<file path="src/rtl/cache_refill_ctrl_pkg.sv">
`default_nettype none
// ---------------------------------------------------------------------------
// Package  : cache_pkg
// Purpose  : Geometry constants and refill state encoding shared with the cache.
// Revision : 1.0
// ---------------------------------------------------------------------------
package cache_pkg;

    localparam int DATA_W    = 3;
    localparam int TAG_W     = 3;
    localparam int IDX_W     = 2;
    localparam int ADDR_W    = TAG_W + IDX_W;
    localparam int MEM_DEPTH = 1 << ADDR_W;

    typedef enum logic [1:0] {
        RS_IDLE = 2'd0,
        RS_WB   = 2'd1,
        RS_FILL = 2'd2,
        RS_RESP = 2'd3
    } refill_state_e;

endpackage
`default_nettype wire

</file>
<file path="src/rtl/cache_refill_ctrl_if.sv">
`default_nettype none
// ---------------------------------------------------------------------------
// Interface : cache_refill_ctrl_if
// Purpose   : Miss request / fill response channel between cache and refill.
// Revision  : 1.0
// ---------------------------------------------------------------------------
interface cache_refill_ctrl_if;
    import cache_pkg::*;

    logic              req_valid;
    logic              req_ready;
    logic [ADDR_W-1:0] req_addr;
    logic              req_wback;
    logic [ADDR_W-1:0] wb_addr;
    logic [DATA_W-1:0] wb_data;
    logic              resp_valid;
    logic              resp_ready;
    logic [DATA_W-1:0] resp_data;
    logic              busy;

    modport master (
        output req_valid, req_addr, req_wback, wb_addr, wb_data, resp_ready,
        input  req_ready, resp_valid, resp_data, busy
    );

    modport slave (
        input  req_valid, req_addr, req_wback, wb_addr, wb_data, resp_ready,
        output req_ready, resp_valid, resp_data, busy
    );

endinterface
`default_nettype wire

</file>
<file path="src/rtl/cache_refill_ctrl_main_mem.sv">
`default_nettype none
// ---------------------------------------------------------------------------
// Module   : cache_main_mem
// Purpose  : 2^ADDR_W x DATA_W main memory, single port, sync write, registered read.
// Revision : 1.0
// ---------------------------------------------------------------------------
module cache_main_mem
    import cache_pkg::*;
(
    input  wire logic              clock,
    input  wire logic              reset_n,
    input  wire logic              i_we,
    input  wire logic              i_re,
    input  wire logic [ADDR_W-1:0] i_addr,
    input  wire logic [DATA_W-1:0] i_wdata,
    output logic      [DATA_W-1:0] o_rdata
);

    logic [DATA_W-1:0] w_words [MEM_DEPTH];

    // Array contents survive reset; each word powers up holding its own low address bits.
    for (genvar gi = 0; gi < MEM_DEPTH; gi++) begin : g_word
        logic [DATA_W-1:0] r_word = DATA_W'(gi);

        always_ff @(posedge clock) begin
            if (i_we && (i_addr == ADDR_W'(gi))) begin
                r_word <= i_wdata;
            end
        end

        assign w_words[gi] = r_word;
    end

    always_ff @(posedge clock or negedge reset_n) begin
        if (!reset_n) begin
            o_rdata <= '0;
        end else if (i_re) begin
            o_rdata <= w_words[i_addr];
        end
    end

endmodule
`default_nettype wire

</file>
<file path="src/rtl/cache_refill_ctrl.sv">
`default_nettype none
// ---------------------------------------------------------------------------
// Module   : cache_refill_ctrl
// Purpose  : Miss service FSM: optional victim write-back, line fetch, fill response.
//            Macro REFILL_STATS_EN adds saturating fill_cnt / wb_cnt outputs.
// Revision : 1.0
// ---------------------------------------------------------------------------
module cache_refill_ctrl
    import cache_pkg::*;
#(
    parameter int MEM_LAT = 2
)
(
    input  wire logic            clock,
    input  wire logic            reset_n,
    cache_refill_ctrl_if.slave   bus
`ifdef REFILL_STATS_EN
    ,
    output logic [7:0]           fill_cnt,
    output logic [7:0]           wb_cnt
`endif
);

    localparam int CNT_W = $clog2(MEM_LAT + 1);

    localparam logic [1:0] c_idle = 2'(RS_IDLE);
    localparam logic [1:0] c_wb   = 2'(RS_WB);
    localparam logic [1:0] c_fill = 2'(RS_FILL);
    localparam logic [1:0] c_resp = 2'(RS_RESP);

    logic [1:0]        r_state;
    logic [1:0]        w_state_nxt;
    logic [CNT_W-1:0]  r_cnt;
    logic [ADDR_W-1:0] r_req_addr;
    logic [ADDR_W-1:0] r_wb_addr;
    logic [DATA_W-1:0] r_wb_data;
    logic              w_last;
    logic              w_accept;
    logic              w_hs;
    logic              w_mem_we;
    logic              w_mem_re;

    assign w_last   = (r_cnt == CNT_W'(MEM_LAT - 1));
    assign w_accept = bus.req_valid && (r_state == c_idle);
    assign w_hs     = bus.resp_ready && (r_state == c_resp);

    always_comb begin
        w_state_nxt = r_state;
        case (r_state)
            c_idle: if (w_accept) w_state_nxt = bus.req_wback ? c_wb : c_fill;
            c_wb:   if (w_last)   w_state_nxt = c_fill;
            c_fill: if (w_last)   w_state_nxt = c_resp;
            c_resp: if (w_hs)     w_state_nxt = c_idle;
            default:              w_state_nxt = c_idle;
        endcase
    end

    // Latency counter restarts from zero whenever the state changes.
    always_ff @(posedge clock or negedge reset_n) begin
        if (!reset_n) begin
            r_state <= c_idle;
            r_cnt   <= '0;
        end else begin
            r_state <= w_state_nxt;
            if (w_state_nxt != r_state) begin
                r_cnt <= '0;
            end else if ((r_state == c_wb) || (r_state == c_fill)) begin
                r_cnt <= r_cnt + 1'b1;
            end
        end
    end

    always_ff @(posedge clock or negedge reset_n) begin
        if (!reset_n) begin
            r_req_addr <= '0;
            r_wb_addr  <= '0;
            r_wb_data  <= '0;
        end else if (w_accept) begin
            r_req_addr <= bus.req_addr;
            r_wb_addr  <= bus.wb_addr;
            r_wb_data  <= bus.wb_data;
        end
    end

    assign w_mem_we = (r_state == c_wb) && w_last;
    assign w_mem_re = (r_state == c_fill) && w_last;

    // Write and fetch never coincide, so one port serves both phases.
    cache_main_mem u_mem (
        .clock   (clock),
        .reset_n (reset_n),
        .i_we    (w_mem_we),
        .i_re    (w_mem_re),
        .i_addr  ((r_state == c_wb) ? r_wb_addr : r_req_addr),
        .i_wdata (r_wb_data),
        .o_rdata (bus.resp_data)
    );

    assign bus.req_ready  = (r_state == c_idle);
    assign bus.busy       = (r_state != c_idle);
    assign bus.resp_valid = (r_state == c_resp);

`ifdef REFILL_STATS_EN
    logic [7:0] r_fill_cnt;
    logic [7:0] r_wb_cnt;

    always_ff @(posedge clock or negedge reset_n) begin
        if (!reset_n) begin
            r_fill_cnt <= '0;
            r_wb_cnt   <= '0;
        end else begin
            if (w_hs && (r_fill_cnt != 8'hFF)) r_fill_cnt <= r_fill_cnt + 8'd1;
            if (w_mem_we && (r_wb_cnt != 8'hFF)) r_wb_cnt <= r_wb_cnt + 8'd1;
        end
    end

    assign fill_cnt = r_fill_cnt;
    assign wb_cnt   = r_wb_cnt;
`else
    // Statistics counters are not built in this configuration.
`endif

endmodule
`default_nettype wire

</file>
<file path="src/flat_wrapper.sv">
// flat-port wrapper written by rule: the top's interface ports become plain ports
module cache_refill_ctrl_flat import cache_pkg::*;
#(
    parameter int MEM_LAT = 2
)
  (clock, reset_n, bus_req_valid, bus_req_addr, bus_req_wback, bus_wb_addr, bus_wb_data, bus_resp_ready, bus_req_ready, bus_resp_valid, bus_resp_data, bus_busy);
  cache_refill_ctrl_if bus_i ();
  input  wire logic clock;
  input  wire logic reset_n;
  input wire logic [$bits(bus_i.req_valid)-1:0] bus_req_valid;
  input wire logic [$bits(bus_i.req_addr)-1:0] bus_req_addr;
  input wire logic [$bits(bus_i.req_wback)-1:0] bus_req_wback;
  input wire logic [$bits(bus_i.wb_addr)-1:0] bus_wb_addr;
  input wire logic [$bits(bus_i.wb_data)-1:0] bus_wb_data;
  input wire logic [$bits(bus_i.resp_ready)-1:0] bus_resp_ready;
  output wire logic [$bits(bus_i.req_ready)-1:0] bus_req_ready;
  output wire logic [$bits(bus_i.resp_valid)-1:0] bus_resp_valid;
  output wire logic [$bits(bus_i.resp_data)-1:0] bus_resp_data;
  output wire logic [$bits(bus_i.busy)-1:0] bus_busy;
  assign bus_i.req_valid = bus_req_valid;
  assign bus_i.req_addr = bus_req_addr;
  assign bus_i.req_wback = bus_req_wback;
  assign bus_i.wb_addr = bus_wb_addr;
  assign bus_i.wb_data = bus_wb_data;
  assign bus_i.resp_ready = bus_resp_ready;
  assign bus_req_ready = bus_i.req_ready;
  assign bus_resp_valid = bus_i.resp_valid;
  assign bus_resp_data = bus_i.resp_data;
  assign bus_busy = bus_i.busy;
  cache_refill_ctrl #(.MEM_LAT(MEM_LAT)) u_core (.clock(clock), .reset_n(reset_n), .bus(bus_i));
endmodule
</file>
<file path="config.mk">
export PLATFORM = sky130hd
export DESIGN_NAME = cache_refill_ctrl_flat
export DESIGN_NICKNAME = d
export VERILOG_FILES = /design/src/rtl/cache_refill_ctrl_pkg.sv /design/src/rtl/cache_refill_ctrl_if.sv /design/src/rtl/cache_refill_ctrl_main_mem.sv /design/src/rtl/cache_refill_ctrl.sv /design/src/flat_wrapper.sv
export SDC_FILE = /design/constraint.sdc
export NUM_CORES = 1
export LEC_CHECK = 0
export ABC_CLOCK_PERIOD_IN_PS = 4900
export CAP_MARGIN = 25
export CORE_ASPECT_RATIO = 1.4
export CORE_MARGIN = 1
export CORE_UTILIZATION = 40
export CTS_BUF_LIST = sky130_fd_sc_hd__clkbuf_16
export CTS_CLUSTER_SIZE = 20
export DETAILED_ROUTE_END_ITERATION = 8
export GPL_TIMING_DRIVEN = 0
export SLEW_MARGIN = 20
export SYNTH_ARGS = -nofsm -noshare
export SYNTH_HDL_FRONTEND = slang
export SYNTH_SLANG_ARGS = --single-unit
</file>
<file path="constraint.sdc">
create_clock -name clock -period 4.9 [get_ports clock]
set_clock_uncertainty 0.2 [all_clocks]
set_input_delay 0.98 -clock clock [delete_from_list [all_inputs] [get_ports clock]]
set_output_delay 0.98 -clock clock [all_outputs]
set_load 0.03 [all_outputs]
</file>
# Yosys cells after proc, flatten, opt, wreduce, memory -nomap -nowiden

Cells that the tools add are included.

Register bits after elaboration: 116
Input bits: 18
Output and inout bits: 6
Logic and storage cells: 130

Add/sub/neg operators: 1
Order comparisons: 1
Eq/ne operators: 36
Multiplexer cells: 12
Bitwise gates (word level): 1
Reductions and logical operators: 41

Operators with widths:

| operator                                       | number |
|---|---|
| == test 5 bit (second input constant)          | 16 |
| == test 5 x 4 -> 1 bit (second input constant) | 8 |
| logical AND 1 bit                              | 36 |
| == test 5 x 3 -> 1 bit (second input constant) | 4 |
| binary-select mux 3 bit (select 5 bit)         | 1 |
| 2-to-1 mux 2 bit                               | 7 |
| == test 5 x 2 -> 1 bit (second input constant) | 2 |
| case mux 2 bit (4 select lines)                | 1 |
| >= comparator 6 bit (second input constant)    | 1 |
| 2-to-1 mux 3 bit                               | 2 |
| NOT 5 -> 6 bit                                 | 1 |
| == test 5 x 1 -> 1 bit (second input constant) | 1 |
| logical NOT 5 bit                              | 1 |
| 2-to-1 mux 5 bit                               | 1 |
| == test 2 x 1 -> 1 bit (second input constant) | 2 |
| == test 2 bit (second input constant)          | 2 |
| nonzero test 2 bit                             | 2 |
| adder 2 x 1 -> 2 bit (second input constant)   | 1 |
| logical NOT 2 bit                              | 1 |
| inequality test 2 bit                          | 1 |
| logical OR 1 bit                               | 1 |

# Logic depth before layout (Yosys ltp)

Gate-level depths: netlist of the first run.

Word-level depth: 6
Mapped depth: 10
Mapped depth without buffers: 7

# By module

From an unflattened synthesis of the first run, not the netlist that was laid out.

Cells, all modules: 316
Area, all modules: 5,108.6 µm²

Modules (own cells, without submodules):

| module            | instances | cells an instance | area an instance (µm²) | sequential area each (µm²) |
|---|---|---|---|---|
| cache_main_mem    | 1         | 234               | 4,106.4                | 2,957.8 |
| cache_refill_ctrl | 1         | 82                | 1,002.2                | 425.4 |

# Least setup slack after synthesis of the first run

OpenSTA, ideal clock, no wires.

Kind: register -> register
From: register u_core.r_state[1]
To: register u_core.u_mem.g_word[12].r_word[0], enable pin
Library setup time: 319 ps
Arrival: 2,160 ps
Data required time: 4,381 ps
Path slack: 2,221 ps
Cell stages (with the launch flop): 10
Path buffers: 4
Period minus slack after synthesis: 2,679 ps
Path through: dfrtp_1 > inv_1 > ha_1 > buf_6 > mux2_2 > buf_2 > buf_2 > or2_2 > clkbuf_1 > nor2_1

Word-level cells in the longest chain between the ends: 4
Elaborated cells between the ends (all ways): 5
Classes of those cells: 2 x eq/ne; 1 x mux; 2 x reduce/logical

RTL lines:

| element                  | RTL line                                         | source |
|---|---|---|
| from (decl)              | cache_refill_ctrl.sv:31                          | `logic [1:0] r_state;` |
| from (signal assigned)   | cache_refill_ctrl.sv:61                          | `r_state <= c_idle;` |
| from (signal assigned)   | cache_refill_ctrl.sv:64                          | `r_state <= w_state_nxt;` |
| == test 2 x 1 -> 1 bit * | cache_refill_ctrl.sv:85, cache_refill_ctrl.sv:94 |  |
| 2-to-1 mux 5 bit         | cache_refill_ctrl.sv:94                          | `.i_addr ((r_state == c_wb) ? r_wb_addr : r_req_addr),` |
| == test 5 x 4 -> 1 bit   | cache_refill_ctrl_main_mem.sv:26                 | `if (i_we && (i_addr == ADDR_W'(gi))) begin` |
| logical AND 1 bit *      | cache_refill_ctrl_main_mem.sv:26                 |  |
| to (signal assigned)     | cache_refill_ctrl_main_mem.sv:27                 | `r_word <= i_wdata;` |
| to (decl)                | cache_refill_ctrl_main_mem.sv:23                 | `logic [DATA_W-1:0] r_word = DATA_W'(gi);` |

Mark *: on every way between the ends. The rest lies on a longest branch, timed or not.
A chain may end at the register's enable or synchronous reset.

# Worst setup path after layout of the first run

From: register u_core.r_state[1]
To: register u_core.u_mem.g_word[0].r_word[2], enable pin

Word-level cells in the longest chain between the ends: 4
Elaborated cells between the ends (all ways): 5
Classes of those cells: 1 x eq/ne; 1 x mux; 3 x reduce/logical

RTL lines:

| element                  | RTL line |
|---|---|
| == test 2 x 1 -> 1 bit * | cache_refill_ctrl.sv:85, cache_refill_ctrl.sv:94 |
| 2-to-1 mux 5 bit         | cache_refill_ctrl.sv:94 |
| logical NOT 5 bit        | cache_refill_ctrl_main_mem.sv:26 |
| logical AND 1 bit *      | cache_refill_ctrl_main_mem.sv:26 |
| to (signal assigned)     | cache_refill_ctrl_main_mem.sv:27 |
| to (decl)                | cache_refill_ctrl_main_mem.sv:23 |

Marks and branches as above.

==> impl_metrics.yaml, run 1 <==
run_status:
  status: "completed"
critical_path:
  rr_worst_depth: 9
  crit_type: "reg -> reg"
  cp.required_ns: 4.78
  r2r_start: "u_core.r_state[1]$_DFF_PN0_"
  reg2reg_slack_ns: 1.66
  r2r_end: "u_core.u_mem.g_word[0].r_word[2]$_DFFE_PP_"
  critPathMaxFanout: 10
  crit_arrival_ns: 3.11
  end_kind: "register"
  startpoint_type: "register"
sta:
  relSlewSlack_pct: 34.6
  hold_viol: 0
  setup_tns_ns: 0
  slew_viol_final: 0
  fin_crit_sh_pct: 66.0
  tightest_slew_ns: 0.981
  setup_ws_ns: 1.66
  layout_min_cycle_time_ns: 3.24
  rsz0062_at_grt: "no"
  setup-violations-final: 0
  fmax_ghz: 0.309
detailed_routing:
  vias_per_cell: 5.33
  drt-total-wl_um: 9990
  drt_iter0_drc: 132
  wl_per_cell_um: 19.9
  route.vias.total: 2678
  ant_nets: 0
  drtPass1Iterations: 5
  drc: 0
place:
  port_buffers: 23
  pre_cts_ws_ns: 1.63
  dpl.hpwl_um: 6640
  dp_cells: 467
  gp_congestion: 0.830
cells_and_area:
  register_area_um2: 3380
  fillers: 1009
  drive_above_1_share_pct: 20.6
  fin_util_pct: 49.9
  nets: 366
  syn_to_final_growth_pct: 21.1
  antenna_cells: 0
  multi_input_area_um2: 1400
  layoutNonFillerInstCount: 502
logic_synthesis:
  syn_inst: 297
  synth_warnings: 0
  synthFlopType: "edfxtp_1"
  ys_seq_elements: 116
  synthTopCellsByArea: "edfxtp_1 (59%), dfrtp_1 (10%), mux4_2 (7.8%)"
  syn_area_um2: 4890
  netlist_top_cells_count: "edfxtp_1 (96), nor2_1 (37), dfrtp_1 (20), nand2_1 (20), mux4_2 (17)"
  yosysUniqueCellTypes: 38
  synth.yosys.seq_area_share_pct: 69.2
  synth_edf_count: 96
  syn_nets: 321
  async_flop_share_pct: 17.2
  synth_top_cell_area_share_pct: 58.9
  avgSynthCellArea_um2: 16.5
  yosys.area.top_type: "edfxtp_1"
  synth_most_common_cell: "edfxtp_1"
clock_tree:
  cts-htree-levels: 4
  cts_buffer_depth: 2
  post_cts_buffers: 0
  insertion_delay_ns: 0.41
  cts_buffers: 17
  clkTransAtPathRegs_ns: 0.05
  cts-root-buf: "clkbuf_16"
  cts_tree: "done"
  cts_resized: 0
  cts.sinks: 116
  postCtsHoldBufs: 0
floorplan:
  num_rows: 47
  die_w_um: 95.5
  num_io_pins: 24
  core_area_um2: 11900
  start_util_pct: 41.2
  die_area_um2: 12700
  dieHeight_um: 133
grt:
  antenna_found_initial: 0
  grt.overflow.total: 0
  grt_usage_pct: 17.1
  grt_pass1_vias: 2673
  grt_pass1_wl_um: 15100
  grt_max_degree: 34
min_path:
  hold_path_startpoint: "u_core.r_req_addr[1]$_DFFE_PN0N_"
  hold_end: "u_core.r_req_addr[1]$_DFFE_PN0N_"
  hp-class: "reg -> reg"
  whs_path_depth: 1
flow_run:
  maxCapViolCount: 0
pwr:
  power_mw: 3.95
  power_leakage_nw: 2.06
  irDropWorstVdd_mv: 0.309
  powerDensity_nw_per_um2: 667
==> final cells by class <==
| cell class | instances | area share [%] |
|---|---|---|
| buffer | 14 | 1.52 |
| sequential | 116 | 57.1 |
| clock buffer | 17 | 7.18 |
| clock inverter | 15 | 2.53 |
| multi-input combinational | 161 | 23.6 |
| inverter | 6 | 0.380 |
| timing repair buffer | 26 | 4.58 |
| tap | 147 | 3.11 |
==> placed cells by master (no fill, tap or decap), drive strengths merged, types with 7 or more instances in the layout <==
cell           count
inv               10
clkbuf            21
dfrtp             20
mux2i              7
mux4              21
edfxtp            96
buf               13
clkdlybuf4s50     23
mux2              16
nand2             20
o21ai              7
nor2              37
==> metrics by stage <==
step | hold WS (ns) | instance area [um2]
6_report | 0.303 | 5920
5_1_grt | 0.322 | 5920
4_1_cts | 0.309 | 5880
3_5_place_dp | 0.298 | 5310
3_3_place_gp | 0.293 | 5310
2_1_floorplan | 0.274 | 4890
==> report_power, final <==
group	switching, mW	internal (mW)	total, mW
sequential	0.118	1.28	1.40
clock	0.406	0.782	1.19
combinational	0.762	0.604	1.37
==> sequential cells by signal, indices dropped and copies added (netlist names) <==
| name | flops |
|---|---|
| u_core.r_wb_data | 3 |
| u_core.r_req_addr | 5 |
| u_core.u_mem.o_rdata | 3 |
| u_core.r_state | 2 |
| u_core.u_mem.g_word.r_word | 96 |
| u_core.r_cnt | 2 |
| u_core.r_wb_addr | 5 |
==> routing by layer <==
| metal | vias up | share of wire [%] | track usage (%) | wire, um |
|---|---|---|---|---|
| met3 | 16 | 5.2 | 5.69 | 521 |
| met1 | 1345 | 38 | 18.5 | 3840 |
| met5 | - | 0 | 0 | 0 |
| li1 | 1242 | - | - | - |
| met4 | 0 | 3.1 | 8.71 | 308 |
| met2 | 75 | 53 | 29.0 | 5320 |
==> worst max-delay path: stages (launching register included) <==
cell	delay (ns)
dfrtp_1	0.41
inv_1	0.17
ha_1	0.21
buf_6	0.13
mux2_2	0.37
buf_2	0.22
buf_2	0.24
or2_2	0.29
clkbuf_1	0.30
nor2_1	0.35
==> worst max path at each step <==
stage,start,endpoint,slack (ns)
floorplan,u_core.r_state[1]$_DFF_PN0_,u_core.u_mem.g_word[12].r_word[0]$_DFFE_PP_,2.22
global placement,u_core.r_state[1]$_DFF_PN0_,u_core.u_mem.g_word[28].r_word[0]$_DFFE_PP_,1.66
detailed placement,u_core.r_state[1]$_DFF_PN0_,u_core.u_mem.g_word[0].r_word[0]$_DFFE_PP_,1.63
CTS,u_core.r_state[1]$_DFF_PN0_,u_core.u_mem.g_word[0].r_word[2]$_DFFE_PP_,1.62
global route,u_core.r_state[1]$_DFF_PN0_,u_core.u_mem.o_rdata[2]$_DFFE_PN0P_,1.52
finish,u_core.r_state[1]$_DFF_PN0_,u_core.u_mem.g_word[0].r_word[2]$_DFFE_PP_,1.66
==> cell families after synthesis <==
kind of cell	share of synthesized area, %
AND/OR/NAND/NOR	7.52
adder cells (fa/ha/maj)	1.53
AO/OA/AOI/OAI	3.79
buffers and inverters	2.30
XOR/XNOR	0.537
flip-flops	69.2
multiplexers	15.2
No activity file was read; power rests on OpenSTA's default activity.
==> run 2, diff against run 1 <==
- ABC_CLOCK_PERIOD_IN_PS: 4900 -> 3100
- clock period: 4.9 -> 3.1 ns (I/O delays scaled with it)
==> run 2 against run 1 <==
Maximum frequency rose by 7.6%. Largest cell class unchanged. Critical endpoint is now u_core.u_mem.o_rdata[1]$_DFFE_PN0P_. Critical path depth is the same. Highest routed layer unchanged. Final area grew 1.1%. Core utilization rose by 0.57 points. Via count up 1.5%. Register-to-register slack lost 1.6 ns. Worst setup slack got worse by 1.6 ns. Routed wire length rose by 0.94%.
==> impl_metrics.yaml, run 2 (same netlist as run 1, synthesis figures left out) <==
critical_path:
  crit_slowest_cell: "a222oi_1"
  end_kind: "register"
  critPathCapture: "u_core.u_mem.o_rdata[1]$_DFFE_PN0P_"
  crit_arrival_ns: 3.09
  crit_path_start: "u_core.r_state[1]$_DFF_PN0_"
  cp.required_ns: 3.18
  rr_worst_depth: 9
  worst-path-buf-inv: 3
  crit_cells: 9
  crit_type: "reg -> reg"
  crit_chain: "inv_2, ha_1, buf_6, mux2_4, buf_6, mux4_1, a222oi_1, and3_1, nor3_1"
  r2r_start: "u_core.r_state[1]$_DFF_PN0_"
  r2r_end: "u_core.u_mem.o_rdata[1]$_DFFE_PN0P_"
  critPathMostFrequentCell: "buf_6"
  critPathMaxFanout: 8
  startpoint_type: "register"
  reg2reg_slack_ns: 0.09
  critPathMaxStageDelay_ns: 0.59
  path_delay_family: "multiplexers"
sta:
  fin_crit_sh_pct: 97.0
  setup_tns_ns: 0
  tightest_slew_ns: 0.986
  slew_viol_final: 0
  layout_min_cycle_time_ns: 3.01
  relSlewSlack_pct: 34.2
  setup-violations-final: 0
  timing.hold.ws_ns: 0.263
  fmax_ghz: 0.332
  rsz0062_at_grt: "no"
  hold_viol: 0
  setup_ws_ns: 0.0924
floorplan:
  die_w_um: 95.5
  dieHeight_um: 133
  num_rows: 47
  core_area_um2: 11900
  start_util_pct: 41.2
  die_area_um2: 12700
  num_io_pins: 24
detailed_routing:
  drtPass1Iterations: 4
  wl_per_cell_um: 20.0
  drc: 0
  vias_per_cell: 5.38
  ant_nets: 0
  route.vias.total: 2717
  drt-total-wl_um: 10100
  drt_iter0_drc: 192
pwr:
  irDropWorstVdd_mv: 0.491
  powerDensity_nw_per_um2: 1060
  power_mw: 6.33
  power_leakage_nw: 2.08
place:
  port_buffers: 23
  dpl_cell_area_um2: 5310
  dp_cells: 467
  dpl.hpwl_um: 6640
  pre_cts_ws_ns: -0.167
  gp_congestion: 0.830
clock_tree:
  cts-root-buf: "clkbuf_16"
  insertion_delay_ns: 0.41
  cts-htree-levels: 4
  clkTransAtPathRegs_ns: 0.05
  cts.sinks: 116
  cts_tree: "done"
  cts_buffers: 17
  cts_buffer_depth: 2
grt:
  grt_pass1_wl_um: 15200
  grt_pass1_vias: 2675
  grt_usage_pct: 17.1
  grt_max_degree: 34
  grt.overflow.total: 0
  antenna_found_initial: 0
cells_and_area:
  fin_util_pct: 50.4
  drive_above_1_share_pct: 26.5
  syn_to_final_growth_pct: 22.5
  layout_commonest_cell: "edfxtp_1"
  mostFrequentLayoutCells: "edfxtp_1 (96), nor2_1 (24), clkdlybuf4s50_1 (23)"
  antenna_cells: 0
  final_area_um2: 5990
  reg_top3: "u_core.u_mem.g_word.r_word: 96 flops, u_core.r_req_addr: 5 flops, u_core.r_wb_addr: 5 flops"
  fillers: 1009
  largest_reg_flops: 96
  nets: 369
  regMostFlops: "u_core.u_mem.g_word.r_word"
  layoutNonFillerInstCount: 505
run_status:
  status: "completed"
min_path:
  hp-class: "in -> async"
flow_run:
  maxCapViolCount: 0
[run 2: changes by cell type in the layout (fill, tap and decap cells not counted), moves of 3 or more]
cell      previous run  this run
nor2_1              37        24
clkbuf_1             4         1
buf_4                0         5
nor2_2               0        13
[run 2: metal layers]
layer  vias up  part of all wire [%]  global-route usage (%)
met1      1367                    39                    18.7
li1       1248                     -                       -
met3        19                   4.9                    5.52
met2        83                    53                    29.2
met5         -                     0                       0
met4         0                   3.3                    8.71
[run 2: repair_timing]
item,in CTS,in global routing
setup endpoints to repair,43,94
pin swaps,1,2
gates resized for setup,11,6
hold buffers,0,0
setup buffers,0,5
[run 2: layout make-up]
class / instances / area (um2) / share of cell area [%]
Buffer: 12 / 83.8 / 1.40
Clock buffer: 17 / 425 / 7.10
Clock inverter: 15 / 150 / 2.51
Inverter: 6 / 22.5 / 0.376
Multi-Input combinational cell: 161 / 1430 / 23.9
Sequential cell: 116 / 3380 / 56.5
Tap cell: 147 / 184 / 3.07
Timing Repair Buffer: 31 / 309 / 5.16
[run 2: worst min path at each step]
stage | startpoint | to | slack [ns] | depth (start not counted)
finish | reset_n | u_core.r_req_addr[1]$_DFFE_PN0N_ | 0.26 | 1
global route | reset_n | u_core.r_req_addr[1]$_DFFE_PN0N_ | 0.28 | 1
CTS | u_core.r_wb_addr[1]$_DFFE_PN0N_ | u_core.r_wb_addr[1]$_DFFE_PN0N_ | 0.31 | 1
detailed placement | u_core.r_req_addr[1]$_DFFE_PN0N_ | u_core.r_req_addr[1]$_DFFE_PN0N_ | 0.30 | 1
global placement | u_core.r_wb_addr[1]$_DFFE_PN0N_ | u_core.r_wb_addr[1]$_DFFE_PN0N_ | 0.29 | 1
floorplan | reset_n | u_core.r_cnt[0]$_DFFE_PN0P_ | 0.12 | 0
[run 2: where the power goes]
group          total [mW]  leakage, nW  switching (mW)  internal (mW)
Clock                1.88        0.289           0.647           1.24
Combinational        2.24        0.696            1.24           1.00
Sequential           2.21         1.10           0.184           2.02
[run 2: worst register-to-register path, cell delays in order, from the launching register on]
cell      delay [ns]
dfrtp_1         0.40
inv_2           0.11
ha_1            0.18
buf_6           0.13
mux2_4          0.30
buf_6           0.16
mux4_1          0.49
a222oi_1        0.59
and3_1          0.27
nor3_1          0.05
